--- src/rtl/dac_jesd204_stream_buffer.sv ---
// dac_jesd204_stream_buffer
//   Elastic buffer and start/underflow controller in front of the JESD204 TX
//   framer. Source words arrive over valid/ready. After PREFILL words are
//   buffered, one word is released per tx_clk. Zeros are substituted on
//   underflow and for masked channels.
//
// Ports
//   tx_clk        lane clock; all logic is on this clock
//   tx_resetn     asynchronous active-low reset
//   enable        stream enable (level); low flushes the buffer
//   chan_enable   per-channel output mask (0 forces channel samples to zero)
//   s_valid       source word valid
//   s_ready       buffer can accept a word
//   s_data        source word, same sample ordering as dac_data
//   dac_data      framer sample bus; channel c at [c*DPW*16 +: DPW*16]
//   dac_valid     dac_data carries a real buffered word
//   underflow     sticky underflow flag
//   underflow_clr clears underflow (a set in the same cycle wins)
//   level         current FIFO occupancy, 0..D
module dac_jesd204_stream_buffer #(
    parameter int NUM_LANES       = 8,
    parameter int NUM_CHANNELS    = 4,
    parameter int FIFO_ADDR_WIDTH = 3,
    parameter int PREFILL         = 4
) (
    input  logic                       tx_clk,
    input  logic                       tx_resetn,
    input  logic                       enable,
    input  logic [NUM_CHANNELS-1:0]    chan_enable,
    input  logic                       s_valid,
    output logic                       s_ready,
    input  logic [NUM_LANES*32-1:0]    s_data,
    output logic [NUM_LANES*32-1:0]    dac_data,
    output logic                       dac_valid,
    output logic                       underflow,
    input  logic                       underflow_clr,
    output logic [FIFO_ADDR_WIDTH:0]   level
);

    localparam int W   = NUM_LANES * 32;
    localparam int DPW = 2 * NUM_LANES / NUM_CHANNELS;
    localparam int CW  = DPW * 16;
    localparam int D   = 1 << FIFO_ADDR_WIDTH;
    localparam int LW  = FIFO_ADDR_WIDTH + 1;
    localparam logic [LW-1:0] D_LVL       = LW'(D);
    localparam logic [LW-1:0] PREFILL_LVL = LW'(PREFILL);

    typedef enum logic [1:0] {
        IDLE    = 2'd0,
        PRIME   = 2'd1,
        RUN     = 2'd2
    } state_t;

    state_t                     state_q, state_d;
    logic [FIFO_ADDR_WIDTH-1:0] wr_ptr, rd_ptr;
    logic [LW-1:0]              level_q;
    logic [W-1:0]               mem [D];
    logic [W-1:0]               mask;
    logic                       wr_en, rd_en, uf_set;

    assign level   = level_q;
    // Derived from registered state/level only, so a full FIFO stays closed
    // in the cycle of a read; the freed slot is offered one cycle later.
    assign s_ready = (state_q != IDLE) && (level_q < D_LVL);
    assign wr_en   = s_valid && s_ready;

    always_comb begin
        mask = '0;
        for (int unsigned c = 0; c < NUM_CHANNELS; c++) begin
            mask[c*CW +: CW] = {CW{chan_enable[c]}};
        end
    end

    always_comb begin
        state_d = state_q;
        rd_en   = 1'b0;
        uf_set  = 1'b0;
        if (!enable) begin
            state_d = IDLE;
        end else begin
            case (state_q)
                IDLE:  state_d = PRIME;
                PRIME: if (level_q >= PREFILL_LVL) state_d = RUN;
                RUN: begin
                    if (level_q == '0) begin
                        // Starved: flag it and re-prime before resuming.
                        state_d = PRIME;
                        uf_set  = 1'b1;
                    end else begin
                        rd_en = 1'b1;
                    end
                end
                default: state_d = IDLE;
            endcase
        end
    end

    always_ff @(posedge tx_clk or negedge tx_resetn) begin
        if (!tx_resetn) begin
            state_q <= IDLE;
        end else begin
            state_q <= state_d;
        end
    end

    // Storage needs no reset; occupancy is tracked by the pointers and level.
    always_ff @(posedge tx_clk) begin
        if (wr_en) begin
            mem[wr_ptr] <= s_data;
        end
    end

    always_ff @(posedge tx_clk or negedge tx_resetn) begin
        if (!tx_resetn) begin
            wr_ptr  <= '0;
            rd_ptr  <= '0;
            level_q <= '0;
        end else if (!enable) begin
            // Disable discards everything buffered.
            wr_ptr  <= '0;
            rd_ptr  <= '0;
            level_q <= '0;
        end else begin
            if (wr_en) wr_ptr <= wr_ptr + 1'b1;
            if (rd_en) rd_ptr <= rd_ptr + 1'b1;
            case ({wr_en, rd_en})
                2'b10:   level_q <= level_q + 1'b1;
                2'b01:   level_q <= level_q - 1'b1;
                default: level_q <= level_q;
            endcase
        end
    end

    always_ff @(posedge tx_clk or negedge tx_resetn) begin
        if (!tx_resetn) begin
            dac_data  <= '0;
            dac_valid <= 1'b0;
        end else if (rd_en) begin
            dac_data  <= mem[rd_ptr] & mask;
            dac_valid <= 1'b1;
        end else begin
            dac_data  <= '0;
            dac_valid <= 1'b0;
        end
    end

    always_ff @(posedge tx_clk or negedge tx_resetn) begin
        if (!tx_resetn) begin
            underflow <= 1'b0;
        end else if (uf_set) begin
            underflow <= 1'b1;
        end else if (underflow_clr) begin
            underflow <= 1'b0;
        end
    end

endmodule

--- config.mk ---
export PLATFORM = sky130hd
export DESIGN_NAME = dac_jesd204_stream_buffer
export DESIGN_NICKNAME = d
export VERILOG_FILES = /design/src/rtl/dac_jesd204_stream_buffer.sv
export SDC_FILE = /design/constraint.sdc
export NUM_CORES = 2
export LEC_CHECK = 0
export CAP_MARGIN = 30
export CORE_UTILIZATION = 30
export CTS_CLUSTER_DIAMETER = 40
export DETAILED_ROUTE_END_ITERATION = 6
export GPL_TIMING_DRIVEN = 0
export PLACE_DENSITY = 0.57
export REMOVE_ABC_BUFFERS = 1
export SKIP_CTS_REPAIR_TIMING = 1
export SYNTH_ARGS = -nofsm -noshare
export SYNTH_HDL_FRONTEND = slang
export SYNTH_SLANG_ARGS = --single-unit
--- constraint.sdc ---
create_clock -name tx_clk -period 82.7 [get_ports tx_clk]
set_input_delay 8.27 -clock tx_clk [delete_from_list [all_inputs] [get_ports tx_clk]]
set_output_delay 8.27 -clock tx_clk [all_outputs]
set_load 0.01 [all_outputs]
== After elaboration in Yosys (flattened, before gate mapping) ==
Memories as Yosys holds them, arrays and structs flattened.
Cells that the tools add are included.
Operators by class
  shifts and indexed selects: 0
  bitwise gates (word level): 1
  multiply operators: 0
  reduce and logical (&&, ||, !) cells: 7
  equal/unequal tests: 9
  mux-type cells: 22
  magnitude comparators: 2
  div/mod/pow operators: 0
  add/sub/neg operators: 4
Operators by type and width (number)
  $and A256 B256 Y256: 1
  $mux W256: 1
  $mux W3: 4
  $mux W1: 11
  $pmux W4 S2: 1
  $add A3 B1 Y3 const B: 2
  $mux W2: 3
  $ne A3 B3 Y1 const B: 2
  $pmux W2 S3: 1
  $add A4 B1 Y4 const B: 1
  $eq A2 B1 Y1 const B: 2
  $eq A2 B2 Y1 const B: 2
  $ge A4 B3 Y1 const B: 1
  $logic_not A4 Y1: 1
  $lt A4 B4 Y1 const B: 1
  $mux W4: 1
  $ne A2 B1 Y1 const B: 2
  $reduce_bool A2 Y1: 2
  $sub A4 B1 Y4 const B: 1
  $ne A3 B1 Y1 const B: 1
  $logic_and A1 B1 Y1: 2
  $logic_not A2 Y1: 1
  $reduce_and A2 Y1: 1
Storage, ports and cells
  flip-flop bits (word level): 270
  memories kept: 1
  memory bits (read-only): 0
  bits in latches: 0
  memory bits (writable): 2048
  input port bits: 265
Memory list
  mem: words 8, width 256, rd ports 1, clocked after memory_dff 0, wr ports 1, line 57  | logic [W-1:0] mem [D];

== Depth between registers and ports, before layout ==
  word-level depth: 7
  mapped depth: 10
  gate-level depth less buffers: 8

== Worst setup path before layout ==
OpenSTA, ideal clock, no wires.
  kind: input to register
  start point: input port s_valid
  end point: memory mem[0][0] (netlist bit), enable pin
  path buffers: 0
  stages: 3
  data required time: 81203 ps
  slack: 48509 ps
  arrival: 32694 ps
  cell sequence: nor2b_1 > nand2_1 > nor4_1
On the way
  longest elaborated chain between the ends: 3
RTL lines
  start, declared: line 30  | input logic s_valid,
  $logic_and A1 B1 Y1: line 65  | assign wr_en = s_valid && s_ready;
  $mux W1: line 108  | if (wr_en) begin
  $mux W1 (not written as such): line 109  | mem[wr_ptr] <= s_data;
  end, declared: line 57
No other way between the ends.

== Worst setup path in the final report ==
  start point: input port s_valid
  end point: memory mem[1][54] (netlist bit), enable pin
Same word-level chain as after synthesis.

==> impl_table.tex <==
\begin{tabular}{lr}
\hline
Metric & Value \\
\hline
\multicolumn{2}{l}{\textbf{Timing}} \\
Number of max-slew violations in the final report & 0 \\
Highest Clock Rate & 0.0857 GHz \\
Period minus WS final & approximately 12 ns \\
Final setup violation count & 0 \\
Fin crit share & approximately 14\% \\
RSZ-0062 raised after global routing & no \\
Worst Max-Slew Pin Slew & 0.948 ns \\
Final Hold Violating Endpoints & 0 \\
Worst slew margin & between 30\% and 40\% \\
Clk\_skew & 0.0565 ns \\
Final TNS setup & 0 ns \\
\multicolumn{2}{l}{\textbf{Synth}} \\
Share of the yosys chip area belonging to registers & 80.7\% \\
Number of synthesized flops with an enable pin & 2,048 \\
Yosys synthesis warning count & 0 \\
Unique masters post-synth & 36 \\
Syn avg cell area & 23.5 um\^{}2 \\
Cell type with the largest total area after synthesis & sky130\_fd\_sc\_hd\_\_edfxtp\_1 \\
Cell count after synthesis & 3,597 \\
Flip-flop and latch count after synthesis & 2,318 \\
Commonest cells in the synthesized netlist & sky130\_fd\_sc\_hd\_\_edfxtp\_1, sky130\_fd\_sc\_hd\_\_mux4\_2, sky130\_fd\_sc\_hd\_\_nor2\_1 \\
Cell Area, Synth & between 80,000 and 90,000 um\^{}2 \\
Top-area cell type share of the netlist area & between 70\% and 80\% \\
Most used DFF post-synth & sky130\_fd\_sc\_hd\_\_edfxtp\_1 \\
Main area contributors after synthesis & sky130\_fd\_sc\_hd\_\_edfxtp\_1, sky130\_fd\_sc\_hd\_\_mux4\_2, sky130\_fd\_sc\_hd\_\_dfrtp\_1 \\
Proportion of register bits with asynchronous set or reset after synthesis & 11.6\% \\
Library cell with the highest instance count after synthesis & sky130\_fd\_sc\_hd\_\_edfxtp\_1 \\
\multicolumn{2}{l}{\textbf{Power and ir drop}} \\
Leakage Power & between 30 and 40 nW \\
Worst-case vdd ir drop & 0.0000214 V \\
Power share of the combinational group & 1.9\% \\
Fraction of power consumed by the clock network & 52.3\% \\
Relative contribution of sequential cells to total power & 45.7\% \\
Net switching component of the power & 0.589 mW \\
Internal Power & 2.24 mW \\
Power density relative to cell area & 25.6 nW/um\^{}2 \\
Sw Ratio & a little over a fifth \\
\multicolumn{2}{l}{\textbf{Placed design}} \\
Gp weighted congestion & 0.690 \\
Port Buffers & 527 \\
Number of cells after detailed placement & 7,977 \\
HPWL reported at the end of detailed placement & about 130,000 um \\
\multicolumn{2}{l}{\textbf{Setup path}} \\
Dominant delay contributor by cell family on the critical path & buffers and inverters \\
Worst Path Arrival & 12.21 ns \\
Capturing element type of the critical path & flip-flop \\
Register-to-register path setup slack & 78.33 ns \\
Buffering stage count on the worst path with inverters included & 10 \\
Critical Path, Cell by Cell & clkdlybuf4s50\_1 -> nand2b\_1 -> nor2\_1 -> nand2\_1 -> nor3\_2 -> buf\_6 -> buf\_6 -> buf\_4 -> buf\_8 -> buf\_6 -> buf\_6 -> buf\_6 -> buf\_6 -> buf\_6 \\
Data required time of the worst path & 83.24 ns \\
CP Launch Type & input port \\
Worst-path fanout max & 9 \\
Peak per-stage delay on the critical path & 0.79 ns \\
Setup Crit Path Kind & in2reg \\
Worst-path cell with the longest stage delay & sky130\_fd\_sc\_hd\_\_nor3\_2 \\
Critical path's most frequent cell & sky130\_fd\_sc\_hd\_\_buf\_6 \\
\multicolumn{2}{l}{\textbf{Global route}} \\
Wire length of the first global-routing pass & 302,000 um \\
Total congestion overflow & 0 \\
Largest net degree at the start of global routing & 68 \\
Global Route Usage Sum & 14.5\% \\
Number of global-route vias before repair & around 43k \\
Number of antenna violations at the first check in global routing & 44 \\
\multicolumn{2}{l}{\textbf{Clocking}} \\
Clock latency of the later-clocked register in the worst-skew pair & 0.88 ns \\
CTS buffer count & 348 \\
Cell at the root of the clock tree & sky130\_fd\_sc\_hd\_\_clkbuf\_16 \\
CTS tree & done \\
CTS sink count & 2,318 \\
H-tree depth reported by CTS & 5 \\
Clk pin slew, worst setup/hold paths & roughly 0.050 ns \\
Maximum count of clock buffers along a single path & 4 \\
\multicolumn{2}{l}{\textbf{Worst hold path}} \\
Hold Crit Class & reg2reg \\
\multicolumn{2}{l}{\textbf{Drt}} \\
Top Metal Used & met5 \\
Antenna viol nets, final & 0 \\
First-pass iteration count of the detailed router & 5 \\
Routed met1 length & roughly 89,000 um \\
Met2 Wirelength & 98,500 um \\
WL per Instance & 23.9 um \\
Drt total wl & 207,000 um \\
First DRT Iteration DRCs & 2,499 \\
Post-detailed-route DRC marker count & 0 \\
Met3 Routed Length & 13,300 um \\
Ratio of routed vias to standard cells & 4.61 \\
DR vias & roughly 40k \\
\multicolumn{2}{l}{\textbf{Layout}} \\
Share of post-route cells with drive strength above 1 & 29.0\% \\
Syn-to-layout area delta & 30.3\% \\
Final core area utilization & 39.4\% \\
Final \#Nets & approximately 4.9k \\
Final non-filler cell total & around 8.6k \\
\multicolumn{2}{l}{\textbf{Floorplanning}} \\
Effective utilization at floorplan & 30.2\% \\
Boundary pin count & 528 \\
Die outline width & 533 um \\
Core area & 280,000 um\^{}2 \\
Number of placement rows & roughly 190 \\
Vert. Die Dim & 533 um \\
Die Outline Area & 284,000 um\^{}2 \\
\multicolumn{2}{l}{\textbf{Job}} \\
Max-cap check violation count & 0 \\
\multicolumn{2}{l}{\textbf{Outcome}} \\
Result of the run & completed \\
\hline
\end{tabular}
-- power groups by stage --
| stage | registers, mW | clock network [mW] | logic [mW] |
|---|---|---|---|
| floorplan | 1.32 | 0 | 0.0152 |
| global placement | 1.34 | 0 | 0.0483 |
| detailed placement | 1.31 | 0 | 0.0562 |
| CTS | 1.29 | 1.51 | 0.0564 |
| global route | 1.29 | 1.56 | 0.0604 |
| finish | 1.29 | 1.48 | 0.0551 |
-- registers in the layout (all words and copies together), names as in the netlist --
name	count
state_q	2
dac_data	256
dac_valid	1
wr_ptr	3
rd_ptr	3
underflow	1
level	4
mem	2048
-- path summary, 6_finish.rpt --
kind / from / endpoint / depth (start not counted)
worst max-delay path: s_valid / mem[1][54] / 14
worst min-delay path: underflow / underflow / 2
worst max register to register: level[3] / mem[1][54] / 13
worst min register to register: underflow / underflow / 2
max in group asynchronous: tx_resetn / dac_data[49] / 3
min in group asynchronous: tx_resetn / dac_data[48] / 1
-- placed cells by master, fill, tap and decap left out, types with 3 or more instances in the layout --
master / netlist / layout
sky130_fd_sc_hd__nor2_4: 0 / 3
sky130_fd_sc_hd__mux2i_1: 258 / 258
sky130_fd_sc_hd__buf_12: 0 / 41
sky130_fd_sc_hd__clkbuf_1: 60 / 34
sky130_fd_sc_hd__inv_1: 4 / 4
sky130_fd_sc_hd__a21oi_1: 6 / 6
sky130_fd_sc_hd__nor2_1: 273 / 270
sky130_fd_sc_hd__clkbuf_16: 0 / 350
sky130_fd_sc_hd__xor2_1: 3 / 3
sky130_fd_sc_hd__clkbuf_8: 0 / 23
sky130_fd_sc_hd__ha_1: 4 / 4
sky130_fd_sc_hd__buf_4: 7 / 59
sky130_fd_sc_hd__diode_2: 0 / 13
sky130_fd_sc_hd__nor3_2: 1 / 5
sky130_fd_sc_hd__buf_6: 2 / 135
sky130_fd_sc_hd__buf_8: 0 / 20
sky130_fd_sc_hd__nand2_4: 0 / 4
sky130_fd_sc_hd__clkinvlp_4: 0 / 36
sky130_fd_sc_hd__clkdlybuf4s50_1: 0 / 526
sky130_fd_sc_hd__dfrtp_1: 270 / 267
sky130_fd_sc_hd__nand3_1: 4 / 4
sky130_fd_sc_hd__inv_6: 0 / 41
sky130_fd_sc_hd__clkinv_16: 0 / 7
sky130_fd_sc_hd__bufinv_16: 0 / 35
sky130_fd_sc_hd__nand2_1: 11 / 7
sky130_fd_sc_hd__inv_8: 0 / 15
sky130_fd_sc_hd__dfrtp_4: 0 / 3
sky130_fd_sc_hd__mux4_2: 512 / 512
sky130_fd_sc_hd__inv_16: 0 / 7
sky130_fd_sc_hd__clkinv_4: 0 / 24
sky130_fd_sc_hd__clkinv_1: 0 / 27
sky130_fd_sc_hd__nand2b_1: 5 / 5
sky130_fd_sc_hd__clkinv_8: 0 / 4
sky130_fd_sc_hd__buf_16: 0 / 45
sky130_fd_sc_hd__nor3_1: 7 / 3
sky130_fd_sc_hd__edfxtp_1: 2048 / 2048
sky130_fd_sc_hd__clkinv_2: 0 / 46
-- stage by stage --
stage / hold WS [ns] / setup slack (ns) / power [mW] / instance area, um^2
2_1_floorplan: 0.550 / 48.51 / 1.34 / 83800
3_3_place_gp: 0.520 / 14.54 / 1.38 / 93800
3_5_place_dp: 0.538 / 70.19 / 1.37 / 98200
4_1_cts: 0.553 / 71.11 / 2.86 / 110000
5_1_grt: 0.575 / 70.93 / 2.91 / 110000
6_report: 0.544 / 71.04 / 2.82 / 110000
-- kinds of logic (layout without fill, tap and decap cells) --
group,after synthesis,after routing,share of synthesized area (%)
DFF,2318,2318,80.7
other,0,13,0
xor gates and xnor gates,5,5,0.0518
buffers and inverters,174,1479,0.907
muxes,770,770,16.7
adders and majority gates,4,4,0.0592
and+or+nand+nor,310,310,1.47
AOI/OAI and AO/OA,16,16,0.143
-- layer usage --
metal	up-vias	track usage [%]
li1	17027	-
met1	21336	19.2
met2	1044	23.3
met3	386	3.68
met4	46	4.55
met5	-	0
-- worst min-delay path, delay by kind of cell (launching register included) --
| family | cells | cell delay, ns |
|---|---|---|
| flip-flops | 1 | 0.35 |
| buffers and inverters | 1 | 0.05 |
| AO/OA/AOI/OAI | 1 | 0.10 |
-- final cells by class --
| type | instances | area, um^2 |
|---|---|---|
| repair buffers | 826 | 9590 |
| flip-flops and latches | 2318 | 68300 |
| clock buffers | 407 | 9200 |
| fillers | 24691 | 170000 |
| multi-input cells | 1105 | 15700 |
| diodes | 13 | 32.5 |
| well taps | 3724 | 4660 |
| clock inverters | 242 | 2810 |
| inverters | 4 | 15.0 |
No activity file was read; power rests on OpenSTA's default activity.
